$ cat config.mk
export PLATFORM = sky130hd
export DESIGN_NAME = store_buffer
export DESIGN_NICKNAME = d
export VERILOG_FILES = /design/src/rtl/store_buffer.sv
export SDC_FILE = /design/constraint.sdc
export NUM_CORES = 1
export LEC_CHECK = 0
export ABC_CLOCK_PERIOD_IN_PS = 5800
export BUFFER_PORTS_ARGS = -buffer_cell sky130_fd_sc_hd__buf_2
export CAP_MARGIN = 20
export CORE_MARGIN = 2
export CORE_UTILIZATION = 40
export DETAILED_ROUTE_END_ITERATION = 16
export RECOVER_POWER = 100
export SLEW_MARGIN = 0
export SYNTH_ARGS = -nofsm -noshare
export SYNTH_HDL_FRONTEND = slang
export SYNTH_SLANG_ARGS = --single-unit
$ cat constraint.sdc
create_clock -name clk -period 5.8 [get_ports clk]
set_input_delay 1.16 -clock clk [delete_from_list [all_inputs] [get_ports clk]]
set_output_delay 1.16 -clock clk [all_outputs]
set_load 0.05 [all_outputs]
$ cat src/rtl/store_buffer.sv
`timescale 1ns/1ps
// -----------------------------------------------------------------------------
// store_buffer
// Decouples S-type stores from the data memory. Accepted stores are aligned
// into a word address, lane-replicated data and shifted byte enables, queued
// in a DEPTH-entry circular buffer and retired in order through a two-state
// request/acknowledge handshake. Misaligned or illegal stores are dropped and
// reported. A load-address comparator flags pending stores to the same word.
//
// Ports:
//   clk, rst_n           clock, asynchronous active-low reset
//   st_valid/st_ready    store handshake (ready while the buffer is not full)
//   st_addr, st_data     store byte address, right-justified store data
//   st_wr_en             size code: 0001 byte, 0011 half, 1111 word, 0000 none
//   st_err, err_addr     one-cycle fault pulse and address of the last fault
//   mem_req/mem_ack      memory write handshake, ack completes the write
//   mem_addr/wdata/be    head entry presented for the duration of a request
//   ld_addr, ld_hit      load hazard check against all buffered entries
//   sb_empty             nothing buffered and no request outstanding
// -----------------------------------------------------------------------------
module store_buffer #(
  parameter int DEPTH = 4
) (
  input  logic        clk,
  input  logic        rst_n,
  input  logic        st_valid,
  input  logic [31:0] st_addr,
  input  logic [31:0] st_data,
  input  logic [3:0]  st_wr_en,
  output logic        st_ready,
  output logic        st_err,
  output logic [31:0] err_addr,
  output logic        mem_req,
  output logic [31:0] mem_addr,
  output logic [31:0] mem_wdata,
  output logic [3:0]  mem_be,
  input  logic        mem_ack,
  input  logic [31:0] ld_addr,
  output logic        ld_hit,
  output logic        sb_empty
);

  localparam int PTR_W = $clog2(DEPTH);
  localparam int CNT_W = PTR_W + 1;

  localparam logic [PTR_W-1:0] PTR_ONE  = PTR_W'(1'b1);
  localparam logic [CNT_W-1:0] CNT_ONE  = CNT_W'(1'b1);
  localparam logic [CNT_W-1:0] CNT_ZERO = {CNT_W{1'b0}};
  localparam logic [CNT_W-1:0] CNT_FULL = CNT_W'(DEPTH);

  localparam logic [0:0] ST_IDLE = 1'b0;
  localparam logic [0:0] ST_REQ  = 1'b1;

  localparam logic [1:0] CLS_NOP = 2'b00;
  localparam logic [1:0] CLS_OK  = 2'b01;
  localparam logic [1:0] CLS_BAD = 2'b10;

  // Returns {class, byte_enable, lane_data} for one store request.
  function automatic logic [37:0] classify_store(input logic [3:0]  wr_en,
                                                 input logic [1:0]  lo,
                                                 input logic [31:0] d);
    logic [1:0]  kind;
    logic [3:0]  be;
    logic [31:0] data;
    kind = CLS_BAD;
    be   = 4'b0000;
    data = 32'h0000_0000;
    case (wr_en)
      4'b0001: begin
        kind = CLS_OK;
        be   = 4'b0001 << lo;
        data = {4{d[7:0]}};
      end
      4'b0011: begin
        if (lo[0] == 1'b0) begin
          kind = CLS_OK;
          be   = 4'b0011 << lo;
          data = {2{d[15:0]}};
        end else begin
          kind = CLS_BAD;
        end
      end
      4'b1111: begin
        if (lo == 2'b00) begin
          kind = CLS_OK;
          be   = 4'b1111;
          data = d;
        end else begin
          kind = CLS_BAD;
        end
      end
      4'b0000: kind = CLS_NOP;
      default: kind = CLS_BAD;
    endcase
    return {kind, be, data};
  endfunction

  logic [0:0]       state_r;
  logic [CNT_W-1:0] count_r;
  logic [PTR_W-1:0] head_r;
  logic [PTR_W-1:0] tail_r;
  logic [DEPTH-1:0] vld_r;
  logic [29:0]      ent_addr_r [DEPTH];
  logic [31:0]      ent_data_r [DEPTH];
  logic [3:0]       ent_be_r   [DEPTH];

  logic             mem_req_r;
  logic [31:0]      mem_addr_r;
  logic [31:0]      mem_wdata_r;
  logic [3:0]       mem_be_r;
  logic             st_err_r;
  logic [31:0]      err_addr_r;

  logic [37:0]      cls_s;
  logic [1:0]       kind_s;
  logic [3:0]       new_be_s;
  logic [31:0]      new_data_s;
  logic             accept_s;
  logic             push_s;
  logic             pop_s;
  logic             fault_s;
  logic [DEPTH-1:0] set_mask_s;
  logic [DEPTH-1:0] clr_mask_s;
  logic             hit_s;
  logic             unused_s;

  assign cls_s      = classify_store(st_wr_en, st_addr[1:0], st_data);
  assign kind_s     = cls_s[37:36];
  assign new_be_s   = cls_s[35:32];
  assign new_data_s = cls_s[31:0];

  assign st_ready = (count_r != CNT_FULL);
  assign accept_s = st_valid & st_ready;
  assign push_s   = accept_s & (kind_s == CLS_OK);
  assign fault_s  = accept_s & (kind_s == CLS_BAD);
  // Pops only from REQ; count is at least one there so the buffer never underflows.
  assign pop_s    = (state_r == ST_REQ) & mem_ack;

  assign set_mask_s = push_s ? ({{(DEPTH-1){1'b0}}, 1'b1} << tail_r) : {DEPTH{1'b0}};
  assign clr_mask_s = pop_s  ? ({{(DEPTH-1){1'b0}}, 1'b1} << head_r) : {DEPTH{1'b0}};

  // Hazard check across all occupied entries; the head stays occupied until acked.
  always_comb begin
    hit_s = 1'b0;
    for (int i = 0; i < DEPTH; i++) begin
      hit_s = hit_s | (vld_r[i] & (ent_addr_r[i] == ld_addr[31:2]));
    end
  end

  assign ld_hit   = hit_s;
  assign unused_s = ^ld_addr[1:0];

  assign mem_req   = mem_req_r;
  assign mem_addr  = mem_addr_r;
  assign mem_wdata = mem_wdata_r;
  assign mem_be    = mem_be_r;
  assign st_err    = st_err_r;
  assign err_addr  = err_addr_r;
  assign sb_empty  = (count_r == CNT_ZERO) & (state_r == ST_IDLE);

  // Entry payload; qualified by vld_r, so it carries no reset.
  always_ff @(posedge clk) begin
    if (push_s) begin
      ent_addr_r[tail_r] <= st_addr[31:2];
      ent_data_r[tail_r] <= new_data_s;
      ent_be_r[tail_r]   <= new_be_s;
    end
  end

  // Pointers, occupancy count and per-entry valid bits.
  always_ff @(posedge clk or negedge rst_n) begin
    if (!rst_n) begin
      head_r  <= {PTR_W{1'b0}};
      tail_r  <= {PTR_W{1'b0}};
      count_r <= CNT_ZERO;
      vld_r   <= {DEPTH{1'b0}};
    end else begin
      vld_r <= (vld_r | set_mask_s) & ~clr_mask_s;
      if (push_s) begin
        tail_r <= tail_r + PTR_ONE;
      end
      if (pop_s) begin
        head_r <= head_r + PTR_ONE;
      end
      case ({push_s, pop_s})
        2'b10:   count_r <= count_r + CNT_ONE;
        2'b01:   count_r <= count_r - CNT_ONE;
        default: count_r <= count_r;
      endcase
    end
  end

  // Fault reporting: single-cycle pulse, address held until the next fault.
  always_ff @(posedge clk or negedge rst_n) begin
    if (!rst_n) begin
      st_err_r   <= 1'b0;
      err_addr_r <= 32'h0000_0000;
    end else begin
      st_err_r <= fault_s;
      if (fault_s) begin
        err_addr_r <= st_addr;
      end
    end
  end

  // Memory-side FSM; the head entry is latched on entry to REQ so the
  // request fields stay stable even while new stores are being enqueued.
  always_ff @(posedge clk or negedge rst_n) begin
    if (!rst_n) begin
      state_r     <= ST_IDLE;
      mem_req_r   <= 1'b0;
      mem_addr_r  <= 32'h0000_0000;
      mem_wdata_r <= 32'h0000_0000;
      mem_be_r    <= 4'b0000;
    end else begin
      case (state_r)
        ST_IDLE: begin
          if (count_r != CNT_ZERO) begin
            state_r     <= ST_REQ;
            mem_req_r   <= 1'b1;
            mem_addr_r  <= {ent_addr_r[head_r], 2'b00};
            mem_wdata_r <= ent_data_r[head_r];
            mem_be_r    <= ent_be_r[head_r];
          end
        end
        ST_REQ: begin
          if (mem_ack) begin
            state_r   <= ST_IDLE;
            mem_req_r <= 1'b0;
          end
        end
        default: begin
          state_r   <= ST_IDLE;
          mem_req_r <= 1'b0;
        end
      endcase
    end
  end

endmodule

# --- Word level (Yosys, flattened, before mapping) ---
# Memories as Yosys holds them, arrays and structs flattened. A register that Yosys moved wholly into a read port is not among the register bits.
# Index checks and enable logic that the tools add are counted.
# W data, S select, Z words.
classes:
  shift: 4
  bitwise_logic: 16
  reduce_logical: 10
  mux: 20
  n_eq_ne: 14
  addsub: 4
ops:
  columns: ["cell", "count"]
  rows:
  - ["$eq A30 B30 Y1", 4]
  - ["$pmux W32 S3", 1]
  - ["$mux W32", 2]
  - ["$mux W4", 4]
  - ["$pmux W4 S3", 1]
  - ["$shl A1 B2 Y4 const A", 3]
  - ["$and A1 B1 Y1", 9]
  - ["$pmux W2 S4", 1]
  - ["$mux W1", 6]
  - ["$pmux W3 S2", 1]
  - ["$add A2 B1 Y2 const B", 2]
  - ["$and A4 B4 Y4", 1]
  - ["$eq A2 B1 Y1 const B", 2]
  - ["$eq A2 B2 Y1 const B", 2]
  - ["$eq A4 B1 Y1 const B", 1]
  - ["$eq A4 B2 Y1 const B", 1]
  - ["$eq A4 B4 Y1 const B", 1]
  - ["$logic_not A4 Y1", 1]
  - ["$mux W2", 2]
  - ["$not A4 Y4", 1]
  - ["$or A4 B4 Y4", 1]
  - ["$pmux W1 S2", 2]
  - ["$reduce_and A2 Y1", 2]
  - ["$shl A2 B2 Y4 const A", 1]
  - ["12 further kinds", 16]
word_totals:
  input_bits: 104
  reg_bits: 46
  ram_bits: 264
  wordCells: 79
  n_memories: 3
  output_inout_bits: 105
memory_table:
  columns: ["name", "depth", "width", "read_ports", "rd_ports_with_merged_regs", "write_ports", "line_no", "source"]
  rows:
  - ["ent_data_r", 4, 32, 1, 1, 1, "104", "logic [31:0] ent_data_r [DEPTH];"]
  - ["ent_addr_r", 4, 30, 5, 1, 1, "103", "logic [29:0] ent_addr_r [DEPTH];"]
  - ["ent_be_r", 4, 4, 1, 1, 1, "105", "logic [3:0] ent_be_r [DEPTH];"]

# --- Logic depth before layout (Yosys ltp) ---
logic_depth:
  depth_word: 8
  mapped_depth: 11
  depth_no_buf: 10

# --- Worst setup path before layout ---
# Ideal clock, no wire load.
synth_timing:
  path_kind: "input to register"
  start: "in st_wr_en[1]"
  end: "mem ent_addr_r[0][0] (enable)"
  required_time_ns: 5.368
  arrival_ns: 3.475
  slack_ns: 1.893
  cell_stages: 5
  path_buffers: 1
  setup_ns: 0.432
  cell_sequence: "buf_6 -> and4b_1 -> a32oi_1 -> nor2_2 -> and2_1"
synth_between:
  elab_chain_cells: 6
  elab_cells_between_ends: 9
  classes_between: "eq/ne (4); mux (3); bitwise (1); reduce/logical (1)"
synth_rtl:
  columns: ["item", "line_no", "source"]
  rows:
  - ["start: declaration", "29", "input logic [3:0] st_wr_en,"]
  - ["$eq A4 B4 Y1, or another cell as far along", "68", "case (wr_en)"]
  - ["$pmux W2 S4 *", "68", null]
  - ["$eq A2 B1 Y1 *", "134", "assign push_s = accept_s & (kind_s == CLS_OK);"]
  - ["$and A1 B1 Y1 *", "134", null]
  - ["$mux W1 *", "163", "if (push_s) begin"]
  - ["$mux W1 (not written as such) *", "164", "ent_addr_r[tail_r] <= st_addr[31:2];"]
  - ["end: declaration", "103", null]
# Mark *: on every way between the ends. The rest lies on a longest branch, timed or not.

# --- Final worst setup path ---
layout_timing:
  start: "in st_wr_en[1]"
  end: "mem ent_data_r[1][11] (enable)"
layout_between:
  elab_chain_cells: 6
  elab_cells_between_ends: 9
  classes_between: "eq/ne (4); mux (3); bitwise (1); reduce/logical (1)"
layout_rtl:
  columns: ["item", "line_no", "source"]
  rows:
  - ["$eq A4 B4 Y1, or another cell as far along", "68", null]
  - ["$pmux W2 S4 *", "68", null]
  - ["$eq A2 B1 Y1 *", "134", null]
  - ["$and A1 B1 Y1 *", "134", null]
  - ["$mux W1 *", "163", null]
  - ["$mux W1 (not written as such) *", "165", "ent_data_r[tail_r] <= new_data_s;"]
  - ["end: declaration", "104", null]
# Marks and branches as above.

==> metrics.yaml <==
timing:
  clock.fmax_mhz: 217.2
  drv_slew: 188
  fin_crit_ns: 4.603
  setup_violations: 0
  holdWs_ns: 0.4851
  setup_slack_ns: 1.197
  finalCritPeriodShare_pct: 79.36
  tightest_slew_ns: 2.566
  slew-limit-headroom_pct: -71.18
  rsz0062_at_grt: "false"
  hold_viol: 0
  finClkSkew_ns: 0.01684
  tns_ns: 0
yosys:
  yosysTopAreaCell: "edfxtp_1"
  ys_seq_area_share_pct: 67.77
  synth_cell_types: 44
  synth_common_cells: "264 x edfxtp_1, 112 x dfrtp_1, 80 x xnor2_1, 69 x mux2_2, 66 x mux4_2"
  yosysMostFrequentCell: "edfxtp_1"
  netlist.area_leader.share_pct: 50.07
  syn_area_per_cell_sq_um: 18.30
  syn-instance-count: 865
  yosys_register_bits: 376
  syn_area_sq_um: 15830
  ys_warn_count: 0
  async_reset_ff_share_pct: 29.79
  synth.area.top_cells: "edfxtp_1 50%, dfrtp_1 18%, mux4_2 9.4%"
  synth-main-ff-cell: "edfxtp_1"
  synth_edf_count: 264
pwr:
  pwr_density_cell_nw_per_um2: 510.3
  ir_drop_v: 0.0003207
  p_clk_share_pct: 29.2
  switchingPower_uw: 3435
  power_frac_seq_pct: 38.3
  p_comb_share_pct: 32.5
  switching_share_pct: 36.18
  power.internal_uw: 6060
  p_leak_uw: 0.006559
  power.total_uw: 9495
clocking:
  cts_setup_buffers: 0
  clockBufferDepth: 3
  cts.clk_slew.worst_paths_ns: 0.06
  hold_buffers: 0
  cts_buffers: 42
  clock_latency_ns: 0.55
  clock_sinks: 376
  cts_tree: "yes"
  root_buffer: "clkbuf_16"
  htree_num_levels: 2
  post_cts_resized: 0
critical_path:
  ff2ff_setup_slack_ns: 1.41
  cp.required_ns: 6.01
  startpoint_type: "input pin"
  cp-end-kind: "register"
  arrival_ns: 4.82
  crit_start: "st_wr_en[1]"
  rr_startpoint: "head_r[0]"
  r2r_end: "mem_addr[25]"
  cp_max_fo: 37
  path_class: "input pin to register"
  endpoint: "ent_data_r[1][11]"
  reg2reg_depth: 3
routing:
  routedWlPerCell_microns: 23.62
  drcViolationCount: 0
  antenna_left: 0
  viasPerCell: 5.183
  wirelength_microns: 38540
  drt_iter0_drc: 711
  vias: 8459
  dr.pass1.iters: 5
grt:
  grt_max_degree: 55
  grt_usage_pct: 18.98
  grt_remaining_overflow: 0
  first_global_vias: 8777
  grt_pass1_wl_microns: 57020
  grt_antenna_before_repair: 5
floorplan:
  die_h_microns: 203.0
  start_util_pct: 40.78
  dieWidth_microns: 203.0
  dieArea_sq_um: 41190
  placementRows: 72
  pin_count: 209
  core-area_sq_um: 38830
placed_design:
  placed_area_sq_um: 17410
  portBuffers: 204
  pre_cts_slack_ns: 1.674
  place_congestion: 0.8394
  dp_hpwl_microns: 26220
status:
  violations: "capacitance limit, slew limit"
  status: "finished with violations"
final_layout:
  stdcell_area_sq_um: 18610
  area_growth_pct: 17.51
  fin_nets: 1192
  drive_gt1_share_pct: 26.73
flow_run:
  cap_viol_max_count: 6
hold_path:
  worstHoldPathType: "register to register"
==> how the worst min path moves through the flow <==
stage / startpoint / endpoint / slack [ns] / depth (start not counted)
floorplan: count_r[2] / count_r[2] / 0.48 / 1
global placement: mem_wdata[19] / mem_wdata[19] / 0.48 / 1
detailed placement: mem_req / mem_req / 0.49 / 2
CTS: mem_addr[5] / mem_addr[5] / 0.50 / 1
global route: err_addr[11] / err_addr[11] / 0.50 / 1
finish: err_addr[27] / err_addr[27] / 0.49 / 1
==> stage by stage <==
stage	std cells	util, %
4_1_cts	1628	48.62
3_5_place_dp	1551	44.84
2_1_floorplan	866	-
5_1_grt	1632	47.92
6_report	1632	47.92
3_3_place_gp	1550	44.79
==> cell usage in the layout, fill, tap and decap left out, types with 3 or more instances in the layout <==
cell and count:
edfxtp_1 264, clkbuf_1 145, dfrtp_1 111, xnor2_1 80
mux2_2 69, buf_2 68, mux4_2 66, xor2_1 46
clkbuf_16 46, nand4_1 25, mux2_1 20, nor4_1 17
inv_1 16, a22o_1 16, mux2_4 9, ha_1 9
buf_4 9, a222oi_1 8, nor2_1 7, clkbuf_8 7
nand2_1 6, clkinv_2 6, nor2b_1 5, and2_0 4
a2bb2oi_1 4, and2b_1 4, bufinv_16 4, diode_2 3
o21ai_0 3, clkinv_4 3, buf_12 3
==> registers in the layout, indices dropped and copies added (netlist names) <==
| signal | count |
|---|---|
| head_r | 2 |
| ent_data_r | 128 |
| ent_be_r | 16 |
| vld_r | 4 |
| err_addr | 32 |
| mem_wdata | 32 |
| count_r | 3 |
| mem_req | 1 |
| mem_addr | 30 |
| st_err | 1 |
| ent_addr_r | 120 |
| mem_be | 4 |
| state_r | 1 |
| tail_r | 2 |
==> power by group through the flow <==
stage          Combinational (uW)  Sequential, uW  Clock (uW)
2_1_floorplan                1420            4700           0
5_1_grt                      3260            3720        2950
3_5_place_dp                 3260            3700           0
6_report                     3080            3640        2770
3_3_place_gp                 3230            3690           0
4_1_cts                      3270            3650        2850
==> critical path, stage by stage <==
cell	delay (ns)
clkbuf_1	0.25
and4b_1	0.25
a32oi_1	0.06
clkbuf_1	0.31
nor2_1	0.47
and2_0	1.94
buf_12	0.34
==> metal layers <==
metal	routed length [microns]	up-vias	global-route usage, %	share of wire (%)
met2	18060	226	29.29	47
li1	-	3764	-	-
met1	17720	4410	27.55	46
met4	848	2	6.257	2.2
met3	1899	57	3.146	4.9
met5	13	-	0	0.034
==> layout make-up <==
class                   instances  area, sq um
clock inverters                16        191.4
clock buffers                  61         1277
diodes                          3        7.507
fillers                      3386        20220
flip-flops and latches        376        10730
multi-input cells             423         4691
repair buffers                219        998.5
inverters                      16        60.06
well taps                     518        648.1
==> kinds of logic after synthesis <==
| kind of cell | after synthesis | share of synthesized area [%] |
|---|---|---|
| flip-flops | 376 | 67.77 |
| multiplexers | 164 | 17.05 |
| XOR/XNOR | 126 | 6.970 |
| AND/OR/NAND/NOR | 84 | 3.367 |
| buffers and inverters | 67 | 2.031 |
| AO/OA/AOI/OAI | 37 | 1.952 |
| adder cells (fa/ha/maj) | 10 | 0.8377 |
| other | 1 | 0.02369 |
Power figures use the tool's default switching activity.
